===== src/rtl/register_file.sv =====
// ---------------------------------------------------------------------------
// register_file
//   MIPS general-purpose register file: DEPTH x WIDTH storage with one
//   synchronous write port and two combinational read ports. Register 0 is
//   hard-wired to zero. A write being presented in the current cycle is
//   forwarded to any read port addressing the same register, so a writeback
//   in cycle N is visible to a decode read in that same cycle N.
//
// Ports
//   Clk      in   1       system clock, state updates on the rising edge
//   Reset    in   1       asynchronous active-low reset, clears all registers
//   WrEn     in   1       write enable, sampled on the rising Clk edge
//   WrAddr   in   ADDR_W  write register index
//   WrData   in   WIDTH   write data
//   RdAddrA  in   ADDR_W  read port A index (rs)
//   RdAddrB  in   ADDR_W  read port B index (rt)
//   RdDataA  out  WIDTH   read port A data, combinational
//   RdDataB  out  WIDTH   read port B data, combinational
// ---------------------------------------------------------------------------
module register_file #(
    parameter int WIDTH  = 32,
    parameter int DEPTH  = 32,   // must equal 2**ADDR_W
    parameter int ADDR_W = 5
) (
    input  logic              Clk,
    input  logic              Reset,
    input  logic              WrEn,
    input  logic [ADDR_W-1:0] WrAddr,
    input  logic [WIDTH-1:0]  WrData,
    input  logic [ADDR_W-1:0] RdAddrA,
    input  logic [ADDR_W-1:0] RdAddrB,
    output logic [WIDTH-1:0]  RdDataA,
    output logic [WIDTH-1:0]  RdDataB
);

    logic [WIDTH-1:0] r_mem [DEPTH];

    logic             w_wr_valid;
    logic [WIDTH-1:0] w_rd_a;
    logic [WIDTH-1:0] w_rd_b;

    // Register 0 is never written, so storage at index 0 stays at its reset
    // value of zero for the whole run.
    assign w_wr_valid = WrEn && (WrAddr != '0);

    // NOTE: the whole array is reset because software relies on every
    // register reading zero after reset; this keeps the array in flops
    // rather than a RAM macro, which is expected for a 32-entry file.
    always_ff @(posedge Clk or negedge Reset) begin
        if (!Reset) begin
            for (int i = 0; i < DEPTH; i++) begin
                r_mem[i] <= '0;
            end
        end else if (w_wr_valid) begin
            // NOTE: sequential state always uses non-blocking assignment so
            // every flop samples pre-edge values regardless of block order.
            r_mem[WrAddr] <= WrData;
        end
    end

    // Read priority: reset or index 0 -> zero, then same-cycle write bypass,
    // then stored value. Reset gating is needed on the bypass path only; the
    // storage itself is already zero while Reset is low.
    always_comb begin
        // NOTE: every output of a combinational block gets a default first
        // so no path through the block can infer a latch.
        w_rd_a = r_mem[RdAddrA];
        if (!Reset || (RdAddrA == '0)) begin
            w_rd_a = '0;
        end else if (WrEn && (WrAddr == RdAddrA)) begin
            w_rd_a = WrData;
        end
    end

    always_comb begin
        w_rd_b = r_mem[RdAddrB];
        if (!Reset || (RdAddrB == '0)) begin
            w_rd_b = '0;
        end else if (WrEn && (WrAddr == RdAddrB)) begin
            w_rd_b = WrData;
        end
    end

    assign RdDataA = w_rd_a;
    assign RdDataB = w_rd_b;

endmodule


===== config.mk =====
export PLATFORM = sky130hd
export DESIGN_NAME = register_file
export DESIGN_NICKNAME = d
export VERILOG_FILES = /design/src/rtl/register_file.sv
export SDC_FILE = /design/constraint.sdc
export NUM_CORES = 2
export LEC_CHECK = 0
export BUFFER_PORTS_ARGS = -buffer_cell sky130_fd_sc_hd__clkbuf_2
export CAP_MARGIN = 20
export CORE_MARGIN = 10
export CORE_UTILIZATION = 64
export CTS_CLUSTER_SIZE = 25
export DETAILED_ROUTE_END_ITERATION = 10
export HOLD_SLACK_MARGIN = 0.1
export PLACE_DENSITY_LB_ADDON = 0.25
export SETUP_SLACK_MARGIN = 0.02
export SLEW_MARGIN = 0
export SYNTH_ARGS = -nofsm -noshare
export SYNTH_HDL_FRONTEND = slang
export SYNTH_SLANG_ARGS = --single-unit

===== constraint.sdc =====
create_clock -name Clk -period 4.35 [get_ports Clk]
set_input_delay 0 -clock Clk [delete_from_list [all_inputs] [get_ports Clk]]
set_output_delay 0 -clock Clk [all_outputs]
set_load 0.01 [all_outputs]

== Word-level counts from Yosys, hierarchy flattened ==
Cells that the tools add are included.
Operators by class
  muxes and demuxes: 13
  bitwise logic cells: 3
  equal/unequal tests: 2
  reduce and logical (&&, ||, !) cells: 10
  magnitude comparators: 4
Operators with widths (number)
  $bwmux W1024: 1
  $bmux W32 S5: 2
  $mux W32: 9
  $demux W32 S5: 1
  $ge A6 B6 Y1 const B: 3
  $not A5 Y6: 3
  $eq A5 B5 Y1: 2
  $logic_not A5 Y1: 2
  $lt A6 B1 Y1 const B: 1
  $reduce_bool A5 Y1: 1
  $logic_and A1 B1 Y1: 4
  $logic_or A1 B1 Y1: 2
  $logic_not A1 Y1: 1
Storage, ports and cells
  logic and storage cells: 64
  flip-flop bits (word level): 1024
  bits of input ports: 50
  output and inout bits: 64

== Depth between registers and ports, before layout ==
  depth in word-level cells: 6
  depth in mapped cells: 9
  depth with buffers taken out: 5

== Worst setup path after synthesis ==
Ideal clock, no wire load.
  path type: input -> output
  start: input port RdAddrB[0]
  end: output port RdDataB[18]
  setup slack: 2.421 ns
  stages: 9
  data arrival time: 1.929 ns
  data required time: 4.350 ns
  path buffers: 5
  cells stage by stage: buf_2 > buf_6 > buf_6 > buf_6 > buf_2 > mux4_2 > a22oi_1 > a21oi_1 > a211o_1
Between the ends
  longest elaborated chain between the ends: 6
  elaborated cells on any way between the ends: 10
  classes of those cells: 1 x eq/ne; 5 x mux; 1 x bitwise; 3 x reduce/logical
RTL lines
  start, declared: RTL line 31  | input logic [ADDR_W-1:0] RdAddrB,
  $not A5 Y6 (implied by the code): RTL line 76  | w_rd_b = r_mem[RdAddrB];
  $bmux W32 S5: RTL line 76
  $mux W32 (implied by the code) (2 in series): RTL line 76
  $mux W32: RTL line 79  | end else if (WrEn && (WrAddr == RdAddrB)) begin
  $mux W32 (*): RTL line 77  | if (!Reset || (RdAddrB == '0)) begin
  end, declared: RTL line 33  | output logic [WIDTH-1:0] RdDataB
Every way passes the cells marked *; elsewhere a longest branch is shown, timed or not. The select of a mux whose other input is x is not followed.

== Worst setup path after layout ==
  start: input port Reset
  end: output port RdDataA[27]
Between the ends
  longest elaborated chain between the ends: 3
RTL lines
  start, declared: RTL line 26  | input logic Reset,
  $logic_not A1 Y1: RTL line 68  | if (!Reset || (RdAddrA == '0)) begin
  $logic_or A1 B1 Y1: RTL line 68
  $mux W32: RTL line 68
  end, declared: RTL line 32  | output logic [WIDTH-1:0] RdDataA,
Every way passes these cells.

==> run_results.csv <==
group,metric,value,unit
global_route,grt_busiest_layer,"met2",
synth,syn_avg_cell_area,15.2,um2
synth,yosys.area.top_type,"dfrtp_1",
pwr,p_int,20.3,mW
drt,vias,36400,
synth,synth.yosys.seq_area_share,0.471,
global_route,antenna_found_initial,7,
sta,rsz0062_at_grt,"no",
setup_path,endpoint_kind,"primary output",
job,cap_violations,0,
pwr,power.share.switching,0.273,
setup_path,endpoint,"RdDataA[27]",
layout,final_cell_area,60300,um2
setup_path,cp-start-kind,"input port",
place,dp_slack,1.56,ns
layout,stdcell_count,4763,
pwr,pwr-share-clk,0.339,
setup_path,critPathKind,"input port to primary output",
layout,fillers,5201,
layout,largest_register_ff_count,1024,
drt,drt-initial-drc-count,4787,
drt,wl,168,mm
die,core-area,84000,um2
global_route,use_met3,0.101,
sta,setup_total_negative_slack,0,ns
layout,largest-register,"r_mem",
setup_path,critPathRequiredTime,4.35,ns
drt,via_per_inst,7.65,
drt,first_pass_iters,7,
layout,finish.utilization,0.718,
layout,multi_input_area,27200,um2
setup_path,startpoint,"Reset",
sta,tightest_slew,1.23,ns
drt,drc,0,
synth,yosysTopAreaCellShare,0.471,
pwr,p_seq_frac,0.456,
sta,setup_viol,0,
synth,yosys_warnings,0,
synth,netlist_instances,3581,
setup_path,cp_max_fo,44,
place,dp_hpwl,102,mm
sta,period_share,0.715,
clocking,clkSlewWorstSetupHoldPaths,0.06,ns
clocking,clockBufferDepth,3,
global_route,use_met2,0.512,
global_route,use_met1,0.459,
pwr,p_sw,7.61,mW
pwr,power.density,463,nW/um2
layout,register_area,25600,um2
drt,ant_nets,0,
synth,yosysUniqueCellTypes,38,
pwr,vdd_ir_drop_max,422,uV
sta,drv_slew,0,
die,num_rows,106,
layout,top_regs,"r_mem: 1024 flops",
pwr,power_leakage,26.4,nW
place,dp.cells,4533,
sta,timing.final.crit_period,3.11,ns
global_route,grt_pass1_wl,253,mm
clocking,cts_tree,"done",
global_route,grt.overflow.total,0,
clocking,cts_setup_buffers,0,
run_status,status,"finished, final reports clean",
clocking,cts_made_buffers,108,
layout,fin_nets,3593,
clocking,cts-root-buf,"clkbuf_16",
die,dieHeight,312,um
sta,hold_slack,0.150,ns
synth,netlist_top_cells_area,"dfrtp_1 (47%), mux2_2 (20%), mux4_2 (20%)",
place,gp_congestion,0.858,
setup_path,ff2ff_path_depth,1,
pwr,power.total,27.9,mW
drt,routedWlPerCell,35.3,um
die,ioPinCount,114,
layout,layout-drive-gt1-share,0.530,
global_route,grt_pass1_vias,38300,
sta,max_freq,322,MHz
place,portBuffers,113,
sta,fin_skew,0,ns
synth,synth_nets,3631,
setup_path,ff2ff_setup_slack,3.53,ns
pwr,p_comb_frac,0.205,
die,initial_core_util,0.648,
die,dieArea,97100,um2
place,placed_area,56200,um2
synth,ys_ff_latch,1024,
sta,hold_viol_final,0,
sta,worst_slack,1.24,ns
clocking,clock_latency,0.69,ns
min_path,hp-class,"input port to flip-flop",
global_route,grt_use_total,0.345,
global_route,grt_max_degree,191,
layout,area_growth,10.8,%
setup_path,r2r-start,"r_mem[258]$_DFFE_PN0P_",
clocking,ctsHtreeMaxLevel,3,
setup_path,cp.arrival,3.11,ns
setup_path,r2r_end,"r_mem[258]$_DFFE_PN0P_",
sta,maxSlewHeadroom,0.181,
clocking,clock-sinks,1024,
synth,syn_area,54400,um2
die,die_x,312,um
## layout by cell type (no fill, tap or decap), types with 2 or more instances in the layout
| cell type | instances |
|---|---|
| dfrtp_1 | 1024 |
| mux2_2 | 976 |
| mux4_2 | 480 |
| a22oi_1 | 160 |
| mux2i_1 | 128 |
| clkbuf_16 | 113 |
| clkbuf_2 | 106 |
| buf_4 | 100 |
| a21oi_1 | 97 |
| a211o_1 | 64 |
| a221oi_1 | 64 |
| nor2b_1 | 32 |
| o21bai_1 | 32 |
| dlygate4sd3_1 | 29 |
| buf_12 | 29 |
| clkinv_2 | 26 |
| clkbuf_8 | 25 |
| nor2_4 | 20 |
| clkbuf_1 | 19 |
| mux2_1 | 16 |
| nand2_2 | 15 |
| xnor2_1 | 9 |
| bufinv_16 | 8 |
| buf_8 | 5 |
| nor2b_4 | 4 |
| nand3_1 | 4 |
| nor3b_1 | 4 |
| buf_16 | 4 |
| diode_2 | 3 |
| nand2_1 | 3 |
| nor3_1 | 3 |
| nand3b_1 | 3 |
| and2_2 | 2 |
| inv_1 | 2 |
| o211ai_1 | 2 |
| clkinvlp_4 | 2 |
## worst max-delay path, cell delays in order
cell           delay [ns]
dlygate4sd3_1        0.52
dlygate4sd3_1        0.60
buf_8                0.24
buf_4                0.54
o311ai_4             0.20
buf_4                0.28
a21oi_1              0.33
a211o_1              0.20
clkbuf_2             0.15
## what timing repair did
item / 4_1_cts / 5_1_grt
resized for setup: 0 / 0
hold buffers: 30 / 0
hold endpoints to repair: 1178 / 0
## cell type report
| type | count | area share |
|---|---|---|
| multi-input combinational | 2132 | 0.452 |
| sequential | 1024 | 0.425 |
| clock buffer | 157 | 0.0538 |
| timing repair buffer | 274 | 0.0389 |
| tap | 1134 | 0.0235 |
| clock inverter | 36 | 0.00639 |
| inverter | 3 | 0.000187 |
| antenna | 3 | 0.000125 |
## routing by layer
metal | vias up | wire length, um
li1 | 13900 | -
met1 | 19400 | 62600
met2 | 2536 | 76700
met3 | 583 | 19900
met4 | 10 | 8760
met5 | - | 66
## cells by family (layout without fill, tap and decap cells)
kind of cell	Yosys count	in the layout	share of synthesized area
other cells	0	3	0
buf+inv	425	470	0.0332
flops	1024	1024	0.471
simple gates	100	100	0.00984
mux	1600	1600	0.428
compound gates	423	423	0.0568
xor+xnor	9	9	0.00145
## worst min-delay path by stage
stage          slack [ns]  startpoint                endpoint  cells past startpoint
4_1_cts              0.10   WrData[6]  r_mem[198]$_DFFE_PN0P_                      2
3_3_place_gp        -0.08       Reset  r_mem[888]$_DFFE_PN0P_                      1
3_5_place_dp        -0.07       Reset  r_mem[888]$_DFFE_PN0P_                      1
6_report             0.15  WrData[21]  r_mem[373]$_DFFE_PN0P_                      2
5_1_grt              0.16  WrData[21]  r_mem[373]$_DFFE_PN0P_                      2
2_1_floorplan       -0.30       Reset    r_mem[0]$_DFFE_PN0P_                      0
## Yosys cell counts
cell type and count:
nor4_1 1, or3b_2 1, mux2_2 976, nor2b_1 36
nor4b_1 1, nor3b_1 4, o21bai_1 32, nor2_1 21
dfrtp_1 1024, o21a_1 1, inv_1 3, and2_1 2
o211ai_1 2, nand3_1 4, a211o_1 64, or4_1 1
clkbuf_1 273, buf_4 6, a22oi_1 160, and3_1 1
a221oi_1 64, buf_6 12, buf_2 77, xnor2_1 9
a21oi_1 97, o31ai_1 1, nand3b_1 3, nor3_1 4
mux2i_1 128, o21ai_0 1, nand4_1 1, or2_2 1
and3b_1 1, mux4_2 480, mux2_1 16, buf_1 54
nand2_1 18, o311ai_1 1
## power by group through the flow
stage	clock, mW	sequential, mW	combinational, mW
6_report	9.47	12.7	5.71
5_1_grt	9.92	12.9	6.03
4_1_cts	9.52	12.6	5.68
3_5_place_dp	0	12.8	5.61
3_3_place_gp	0	12.5	5.39
2_1_floorplan	0	12.3	4.26
(Power assumes the default switching activity.)
